[src/rtl/sf_pattern_engine.sv]
// Flash pattern engine: generates a start/increment byte sequence for programming and checks read-back data.
// Optional first-mismatch capture is enabled with the SF_PATTERN_FIRST_ERR_CAPTURE_EN macro.
module sf_pattern_engine #(
  parameter logic [31:0] P_CHECK_LEN = 32'd1048576,
  parameter int unsigned P_ERR_CNT_W = 32
) (
  input  logic                   i_clk_40mhz,
  input  logic                   i_rstn_40mhz,
  input  logic [1:0]             i_pattern_sel,
  input  logic                   i_start,
  input  logic                   i_tx_ack,
  output logic [7:0]             o_tx_byte,
  input  logic                   i_rx_valid,
  input  logic [7:0]             i_rx_byte,
  output logic                   o_busy,
  output logic                   o_done,
  output logic                   o_pass,
  output logic [P_ERR_CNT_W-1:0] o_err_count,
  output logic [31:0]            o_rx_count,
  output logic [31:0]            o_first_err_idx,
  output logic [7:0]             o_first_err_exp,
  output logic [7:0]             o_first_err_act
);

  typedef enum logic [1:0] {
    ST_IDLE   = 2'd0,
    ST_ACTIVE = 2'd1,
    ST_DONE   = 2'd2
  } state_t;

  function automatic logic [7:0] pat_start(input logic [1:0] sel);
    case (sel)
      2'd0:    pat_start = 8'h00;
      2'd1:    pat_start = 8'h08;
      2'd2:    pat_start = 8'h10;
      2'd3:    pat_start = 8'h18;
      default: pat_start = 8'h00;
    endcase
  endfunction

  function automatic logic [7:0] pat_inc(input logic [1:0] sel);
    case (sel)
      2'd0:    pat_inc = 8'h01;
      2'd1:    pat_inc = 8'h07;
      2'd2:    pat_inc = 8'h0F;
      2'd3:    pat_inc = 8'h17;
      default: pat_inc = 8'h01;
    endcase
  endfunction

  state_t                 state_r;
  state_t                 state_nxt_s;
  logic [1:0]             sel_r;
  logic [7:0]             inc_s;
  logic [7:0]             tx_r;
  logic [7:0]             exp_r;
  logic [P_ERR_CNT_W-1:0] err_cnt_r;
  logic [P_ERR_CNT_W-1:0] err_cnt_nxt_s;
  logic [31:0]            rx_cnt_r;
  logic                   done_r;
  logic                   pass_r;
  logic                   tx_take_s;
  logic                   rx_take_s;
  logic                   mismatch_s;
  logic                   last_rx_s;

  assign inc_s = pat_inc(sel_r);

  // Qualify the datapath strobes and compute the next FSM state; a start always wins over data
  always_comb begin
    state_nxt_s   = state_r;
    tx_take_s     = (state_r == ST_ACTIVE) && i_tx_ack && !i_start;
    rx_take_s     = (state_r == ST_ACTIVE) && i_rx_valid && !i_start;
    mismatch_s    = rx_take_s && (i_rx_byte != exp_r);
    last_rx_s     = rx_take_s && ((rx_cnt_r + 32'd1) == P_CHECK_LEN);
    err_cnt_nxt_s = err_cnt_r;
    if (mismatch_s && (err_cnt_r != {P_ERR_CNT_W{1'b1}})) begin
      err_cnt_nxt_s = err_cnt_r + P_ERR_CNT_W'(1);
    end else begin
      err_cnt_nxt_s = err_cnt_r;
    end
    case (state_r)
      ST_IDLE, ST_DONE: begin
        if (i_start) begin
          state_nxt_s = ST_ACTIVE;
        end else begin
          state_nxt_s = state_r;
        end
      end
      ST_ACTIVE: begin
        if (i_start) begin
          state_nxt_s = ST_ACTIVE;
        end else if (last_rx_s) begin
          state_nxt_s = ST_DONE;
        end else begin
          state_nxt_s = ST_ACTIVE;
        end
      end
      default: state_nxt_s = ST_IDLE;
    endcase
  end

  // State, generators, counters and run result
  always_ff @(posedge i_clk_40mhz or negedge i_rstn_40mhz) begin
    if (!i_rstn_40mhz) begin
      state_r   <= ST_IDLE;
      sel_r     <= 2'd0;
      tx_r      <= 8'h00;
      exp_r     <= 8'h00;
      err_cnt_r <= {P_ERR_CNT_W{1'b0}};
      rx_cnt_r  <= 32'd0;
      done_r    <= 1'b0;
      pass_r    <= 1'b0;
    end else begin
      state_r <= state_nxt_s;
      done_r  <= last_rx_s;
      if (i_start) begin
        sel_r     <= i_pattern_sel;
        tx_r      <= pat_start(i_pattern_sel);
        exp_r     <= pat_start(i_pattern_sel);
        err_cnt_r <= {P_ERR_CNT_W{1'b0}};
        rx_cnt_r  <= 32'd0;
      end else begin
        if (tx_take_s) begin
          tx_r <= tx_r + inc_s;
        end
        if (rx_take_s) begin
          exp_r     <= exp_r + inc_s;
          rx_cnt_r  <= rx_cnt_r + 32'd1;
          err_cnt_r <= err_cnt_nxt_s;
        end
      end
      if (last_rx_s) begin
        pass_r <= ~|err_cnt_nxt_s;
      end
    end
  end

  assign o_tx_byte   = tx_r;
  assign o_busy      = (state_r == ST_ACTIVE);
  assign o_done      = done_r;
  assign o_pass      = pass_r;
  assign o_err_count = err_cnt_r;
  assign o_rx_count  = rx_cnt_r;

`ifdef SF_PATTERN_FIRST_ERR_CAPTURE_EN
  logic        first_seen_r;
  logic [31:0] first_idx_r;
  logic [7:0]  first_exp_r;
  logic [7:0]  first_act_r;

  // Capture the first mismatch of a run; held until the next start
  always_ff @(posedge i_clk_40mhz or negedge i_rstn_40mhz) begin
    if (!i_rstn_40mhz) begin
      first_seen_r <= 1'b0;
      first_idx_r  <= 32'd0;
      first_exp_r  <= 8'h00;
      first_act_r  <= 8'h00;
    end else if (i_start) begin
      first_seen_r <= 1'b0;
      first_idx_r  <= 32'd0;
      first_exp_r  <= 8'h00;
      first_act_r  <= 8'h00;
    end else if (mismatch_s && !first_seen_r) begin
      first_seen_r <= 1'b1;
      first_idx_r  <= rx_cnt_r;
      first_exp_r  <= exp_r;
      first_act_r  <= i_rx_byte;
    end
  end

  assign o_first_err_idx = first_idx_r;
  assign o_first_err_exp = first_exp_r;
  assign o_first_err_act = first_act_r;
`else
  assign o_first_err_idx = 32'd0;
  assign o_first_err_exp = 8'h00;
  assign o_first_err_act = 8'h00;
`endif

endmodule

[config.mk]
export PLATFORM = sky130hd
export DESIGN_NAME = sf_pattern_engine
export DESIGN_NICKNAME = d
export VERILOG_FILES = /design/src/rtl/sf_pattern_engine.sv
export SDC_FILE = /design/constraint.sdc
export NUM_CORES = 1
export LEC_CHECK = 0
export ABC_AREA = 1
export BUFFER_PORTS_ARGS = -buffer_cell sky130_fd_sc_hd__buf_4
export CAP_MARGIN = 20
export CORE_ASPECT_RATIO = 1.75
export CORE_UTILIZATION = 45
export CTS_CLUSTER_SIZE = 10
export DETAILED_ROUTE_END_ITERATION = 8
export PLACE_DENSITY = 0.68
export RECOVER_POWER = 25
export SLEW_MARGIN = 20
export SYNTH_ARGS = -nofsm -noshare
export SYNTH_HDL_FRONTEND = slang
export SYNTH_SLANG_ARGS = --single-unit
[constraint.sdc]
create_clock -name i_clk_40mhz -period 2.8 [get_ports i_clk_40mhz]
set_input_delay 0.28 -clock i_clk_40mhz [delete_from_list [all_inputs] [get_ports i_clk_40mhz]]
set_output_delay 0.28 -clock i_clk_40mhz [all_outputs]
set_load 0.02 [all_outputs]
==> reports/results.tsv, run 1 <==
metric	value	unit
status	finished, violations left	
violations	capacitance limit, slew limit	
placedCellCount	1259	
drc	0	
synth_ff_type	dfrtp_1	
hold_viol	0	
worst-path-max-fanout	19	
grt_remaining_overflow	0	
final_cell_mix	nand2_1, nor2_1, inv_1	
grt_max_degree	43	
p_int	2222	uW
cts.htree.levels	3	
clkTransAtPathRegs	0.06	ns
ys_seq_area_share	32.98	%
syn_area	0.006525	sq mm
worst_ir_drop_vdd	0.2806	mV
startpoint_type	flop	
track_usage	27.36	%
core	0.01405	sq mm
post-route-util	54.21	%
comb_power_share	18.0	%
path_class	reg2reg	
nets	1122	
setup.worst_path.start	o_err_count[0]$_DFFE_PN0P_	
dp.final_hpwl	15.71	mm
worstPathArrival	2.81	ns
synth_top_cell_area_share	32.98	%
crit_end	o_pass$_DFFE_PN0N_	
power_density	417.1	mW/mm^2
synth.distinct_cells	44	
fill_cells	1428	
period_needed	2.535	ns
swShare	30.06	%
drv_slew	36	
clock-sinks	86	
setup_viol	0	
diodes	0	
grt_pass1_wl	31.42	mm
post_dp_cell_area	0.007316	sq mm
cts_made_buffers	9	
synth_edf_count	0	
fp.dieW	93.03	um
hp-class	in2reg	
fin_hold_ws	0.2278	ns
power.switching	954.7	uW
wl_per_cell	15.40	um
cp_data_required_time	3.08	ns
multiInputGateArea	0.003650	sq mm
clock_path_buffers	2	
seq_power_share	42.3	%
cts_tree	built	
skew	0.007875	ns
r2r-end	o_pass$_DFFE_PN0N_	
drt-initial-drc-count	229	
drt_pre_antenna_iters	7	
regArea	0.002152	sq mm
start_util	46.44	%
gp_congestion	1.039	
max_slew_margin	-30.48	%
clkLatencyLatePin	0.34	ns
postRouteAntennaNets	0	
layout_worst_path_cycle_share	90.55	%
instances_no_fill	1276	
final_area	0.007616	sq mm
ys_top_cells_by_area	dfrtp_1, nand2_1, nor2_1	
rr_worst_depth	16	
ioPinCount	138	
ys_ff_latch	86	
ys_warn_count	0	
dieArea	0.01500	sq mm
fmaxAchievable	394.4	MHz
syn_area_per_cell	6.618	sq um
layout-drive-gt1-share	13.83	%
async_reset_ff_share	100.0	%
fin_setup_tns	0	ns
drv_cap	1	
antenna_found_initial	0	
max_slew.worst_pin.slew	1.957	ns
first_global_vias	6348	
power_leakage	0.003874	uW
rows	57	
wl	19.65	mm
r2r_start	o_err_count[0]$_DFFE_PN0P_	
area_growth	16.72	%
die_y	161.3	um
vias	6477	
synth_top_area_cell	dfrtp_1	
rrSetupSlack	0.26	ns
clock_power_share	39.7	%
final_common_cell	nand2_1	
syn_inst	986	
cp-end-kind	flop	
port_buffers	89	
cts_root_buffer	clkbuf_16	
vias_per_cell	5.076	
rsz0062_at_grt	no	
[worst max-delay path: stages, from the launching register on]
cell and delay (ns):
dfrtp_1 0.45, ha_2 0.27, inv_2 0.08, nor2_8 0.17
nand2_4 0.09, nor2_8 0.14, nand2_4 0.10, nand3_4 0.12
buf_4 0.23, o21ai_0 0.15, nor2_1 0.13, nand2_1 0.11
nor2_1 0.12, nand2_1 0.06, nor2_1 0.13, nand2_1 0.07
nand2_1 0.06
[per-stage QoR]
stage                     setup slack (ns)  total power [uW]
after floorplan                     0.5741              1807
after global placement              0.2730              1931
after detailed placement            0.1918              1937
after CTS                           0.1738              3211
after global routing              0.001249              3333
final                               0.2646              3176
[power groups by stage]
stage | Combinational, uW | Sequential [uW] | Clock [uW]
detailed placement | 570 | 1370 | 0
global placement | 567 | 1360 | 0
floorplan | 417 | 1390 | 0
global route | 640 | 1350 | 1340
CTS | 576 | 1340 | 1290
finish | 571 | 1340 | 1260
[sequential cells by signal (all words and copies together) (netlist names)]
signal	count
o_done	1
state_r	2
o_tx_byte	8
o_err_count	32
sel_r	2
exp_r	8
o_rx_count	32
o_pass	1
[cell type report]
cell class | instances | area share, %
multi-input cells | 767 | 47.92
repair buffers | 117 | 11.25
inverters | 113 | 5.569
flip-flops and latches | 86 | 28.26
well taps | 177 | 2.908
clock buffers | 12 | 3.368
clock inverters | 4 | 0.7229
[kinds of logic after synthesis]
group / Yosys count / share of synthesized area [%]
AND/OR/NAND/NOR: 573 / 37.18
flip-flops: 86 / 32.98
AO/OA/AOI/OAI: 96 / 8.265
adder cells (fa/ha/maj): 13 / 2.723
XOR/XNOR: 37 / 4.966
other: 1 / 0.05747
buffers and inverters: 180 / 13.83
[worst min path at each step]
stage	end	slack [ns]	start	depth (start not counted)
2_1_floorplan	exp_r[0]$_DFFE_PN0P_	-0.02	i_rstn_40mhz	0
3_3_place_gp	o_rx_count[5]$_DFFE_PN0P_	0.27	i_rstn_40mhz	1
3_5_place_dp	o_rx_count[5]$_DFFE_PN0P_	0.27	i_rstn_40mhz	1
4_1_cts	o_tx_byte[4]$_DFFE_PN0P_	0.22	i_pattern_sel[1]	3
5_1_grt	o_tx_byte[4]$_DFFE_PN0P_	0.23	i_pattern_sel[1]	3
6_report	o_tx_byte[4]$_DFFE_PN0P_	0.23	i_pattern_sel[1]	3
[metal layers]
layer | part of all wire (%) | wire, um | GRT usage [%] | vias up
li1 | - | - | - | 3224
met1 | 35 | 6915 | 27.78 | 2956
met2 | 54 | 10610 | 50.74 | 223
met3 | 4.2 | 835 | 3.625 | 74
met4 | 6.6 | 1294 | 18.25 | 0
met5 | 0 | 0 | 0 | -
[timing repair]
action / 4_1_cts / 5_1_grt
hold buffers: 1 / 0
setup buffers: 0 / 0
endpoints found under the setup margin: 0 / 1
resized for setup: 0 / 1
hold endpoints to repair: 32 / 0
[cell usage after synthesis, types with 3 or more instances]
library cell	number
nand2_1	318
nor2_1	144
inv_1	110
dfrtp_1	86
nand3_1	50
buf_4	49
a21oi_1	30
o21ai_0	29
xor2_1	25
nor3_1	18
o22ai_1	18
clkbuf_1	13
nand4_1	12
xnor2_1	12
ha_1	11
nand3b_1	7
nand2_2	5
nor2_2	5
nor2_4	5
o21ai_1	4
a31oi_1	3
inv_2	3
No activity file was read; power rests on OpenSTA's default activity.
==> inputs of run 2 (changes only) <==
CORE_ASPECT_RATIO = not set   (was 1.75)
CORE_MARGIN = 4   (was not set)
CORE_UTILIZATION = 35   (was 45)
PLACE_DENSITY = not set   (was 0.68)
==> run 2 against run 1 <==
The run now ends clean. Hold slack worse by 0.030 ns. Design area up 0.35%. Die area is 39% higher. Utilization shrank 12 points. Non-clock buffer count decreased by 1.
==> reports/results.tsv, run 2 (synthesized netlist as in run 1, its figures left out) <==
metric	value	unit	change
status	finished clean		was finished, violations left
cts_setup_buffers	0		unchanged
path_class	reg2reg		unchanged
die_y	144.5	um	was 161.3 um
fin_setup_tns	0	ns	unchanged
rsz0062_at_grt	no		unchanged
startpoint_type	flop		unchanged
worst_ir_drop_vdd	0.2953	mV	was 0.2806 mV
first_global_vias	5965		was 6,348
vias_per_cell	4.792		was 5.076
hold_viol	0		unchanged
r2r-end	o_pass$_DFFE_PN0N_		unchanged
ioPinCount	138		unchanged
cp-end-kind	flop		unchanged
final_area	0.007642	sq mm	was 0.007616 sq mm
dp.final_hpwl	14.67	mm	was 15.71 mm
period_needed	2.540	ns	was 2.535 ns
port_buffers	89		unchanged
final_cell_mix	nand2_1, nor2_1, inv_1		unchanged
drc	0		unchanged
post-route-util	42.11	%	was 54.21%
r2r_start	o_rx_count[0]$_DFFE_PN0P_		was o_err_count[0]$_DFFE_PN0P_
dieArea	0.02089	sq mm	was 0.01500 sq mm
fill_cells	1980		was 1,428
power_leakage	0.003818	uW	was 0.003874 uW
cp_data_required_time	3.09	ns	was 3.08 ns
hp-class	in2reg		unchanged
multiInputGateArea	0.003667	sq mm	was 0.003650 sq mm
drv_cap	0		was 1
diodes	0		unchanged
grt_remaining_overflow	0		unchanged
clkTransAtPathRegs	0.07	ns	was 0.06 ns
track_usage	18.49	%	was 27.36%
wl	18.88	mm	was 19.65 mm
gp_congestion	0.9222		was 1.039
worst-path-max-fanout	6		was 19
hold_end	sel_r[0]$_DFFE_PN0P_		was o_tx_byte[4]$_DFFE_PN0P_
start_util	35.96	%	was 46.44%
setup_viol	0		unchanged
layout-drive-gt1-share	12.75	%	was 13.83%
rr_worst_depth	14		was 16
drt_pre_antenna_iters	6		was 7
hold_start	i_pattern_sel[0]		was i_pattern_sel[1]
layout_worst_path_cycle_share	90.70	%	was 90.55%
antenna_found_initial	0		unchanged
placedCellCount	1310		was 1,259
cts.htree.levels	3		unchanged
fp.dieW	144.5	um	was 93.03 um
nets	1121		was 1,122
power_density	410.4	mW/mm^2	was 417.1 mW/mm^2
grt_pass1_wl	30.62	mm	was 31.42 mm
max_slew.worst_pin.slew	1.173	ns	was 1.957 ns
rows	49		was 57
grt_max_degree	46		was 43
fin_hold_ws	0.1981	ns	was 0.2278 ns
max_slew_margin	21.79	%	was -30.48%
skew	0.01094	ns	was 0.007875 ns
final_common_cell	nand2_1		unchanged
clock-sinks	86		unchanged
vias	6359		was 6,477
post_dp_cell_area	0.007386	sq mm	was 0.007316 sq mm
cts_made_buffers	9		unchanged
instances_no_fill	1327		was 1,276
rrSetupSlack	0.26	ns	about the same
cts_tree	built		unchanged
clock_path_buffers	2		unchanged
min_path_cells	3		unchanged
clkLatencyLatePin	0.35	ns	was 0.34 ns
fmaxAchievable	393.8	MHz	was 394.4 MHz
cts_root_buffer	clkbuf_16		unchanged
drv_slew	0		was 36
regArea	0.002152	sq mm	unchanged
worstPathArrival	2.83	ns	was 2.81 ns
wl_per_cell	14.23	um	was 15.40 um
core	0.01815	sq mm	was 0.01405 sq mm
area_growth	17.12	%	was 16.72%
postRouteAntennaNets	0		unchanged
drt-initial-drc-count	442		was 229
run 2: cell type report:
type                    instances  area share (%)
multi-input cells             767           47.99
clock buffers                  10           2.996
flip-flops and latches         86           28.16
clock inverters                 6          0.9005
well taps                     229           3.749
repair buffers                116           10.63
inverters                     113           5.583
run 2: worst max path at each step:
stage	start	end	slack, ns	depth (start not counted)
3_3_place_gp	o_rx_count[0]$_DFFE_PN0P_	o_pass$_DFFE_PN0N_	0.20	15
3_5_place_dp	o_rx_count[0]$_DFFE_PN0P_	o_pass$_DFFE_PN0N_	0.22	14
2_1_floorplan	o_err_count[0]$_DFFE_PN0P_	o_pass$_DFFE_PN0N_	0.57	18
4_1_cts	o_rx_count[0]$_DFFE_PN0P_	o_pass$_DFFE_PN0N_	0.19	14
6_report	o_rx_count[0]$_DFFE_PN0P_	o_pass$_DFFE_PN0N_	0.26	14
5_1_grt	o_err_count[1]$_DFFE_PN0P_	o_pass$_DFFE_PN0N_	0.06	17
run 2: metal layers:
layer  vias up  share of wire, %  global-route usage (%)
met3        17               6.9                   4.167
met4         0               1.2                   3.976
li1       3220                 -                       -
met2       191                45                   28.94
met1      2931                47                   26.25
met5         -                 0                       0
run 2: worst max-delay path, cell delays in order (launching register included):
cell	delay (ns)
dfrtp_1	0.44
ha_1	0.21
nand2_1	0.10
nor2_2	0.20
nand2_1	0.19
nor2_4	0.22
nand2_1	0.09
xor2_1	0.19
nor2_1	0.11
nand2_1	0.06
nor2_1	0.22
nand3_2	0.20
nor2_1	0.14
nand2_1	0.06
nand2_1	0.05
run 2: repair_timing:
| action | 4_1_cts | 5_1_grt |
|---|---|---|
| endpoints found under the setup margin | 0 | 4 |
| hold buffers | 1 | 0 |
| gates resized for setup | 0 | 7 |
| hold endpoints to repair | 41 | 0 |
run 2: where the power goes:
group	total [uW]	internal, uW	switching [uW]	leakage, uW
clock	1230	698	536	0.000143
combinational	558	182	376	0.00250
sequential	1340	1290	55.6	0.00118
total	3140	2170	967	0.00382
run 2: through the flow:
stage	setup WS, ns	total power, uW
4_1_cts	0.1867	3193
2_1_floorplan	0.5741	1807
3_5_place_dp	0.2233	1932
5_1_grt	0.06040	3314
6_report	0.2604	3136
3_3_place_gp	0.1984	1925
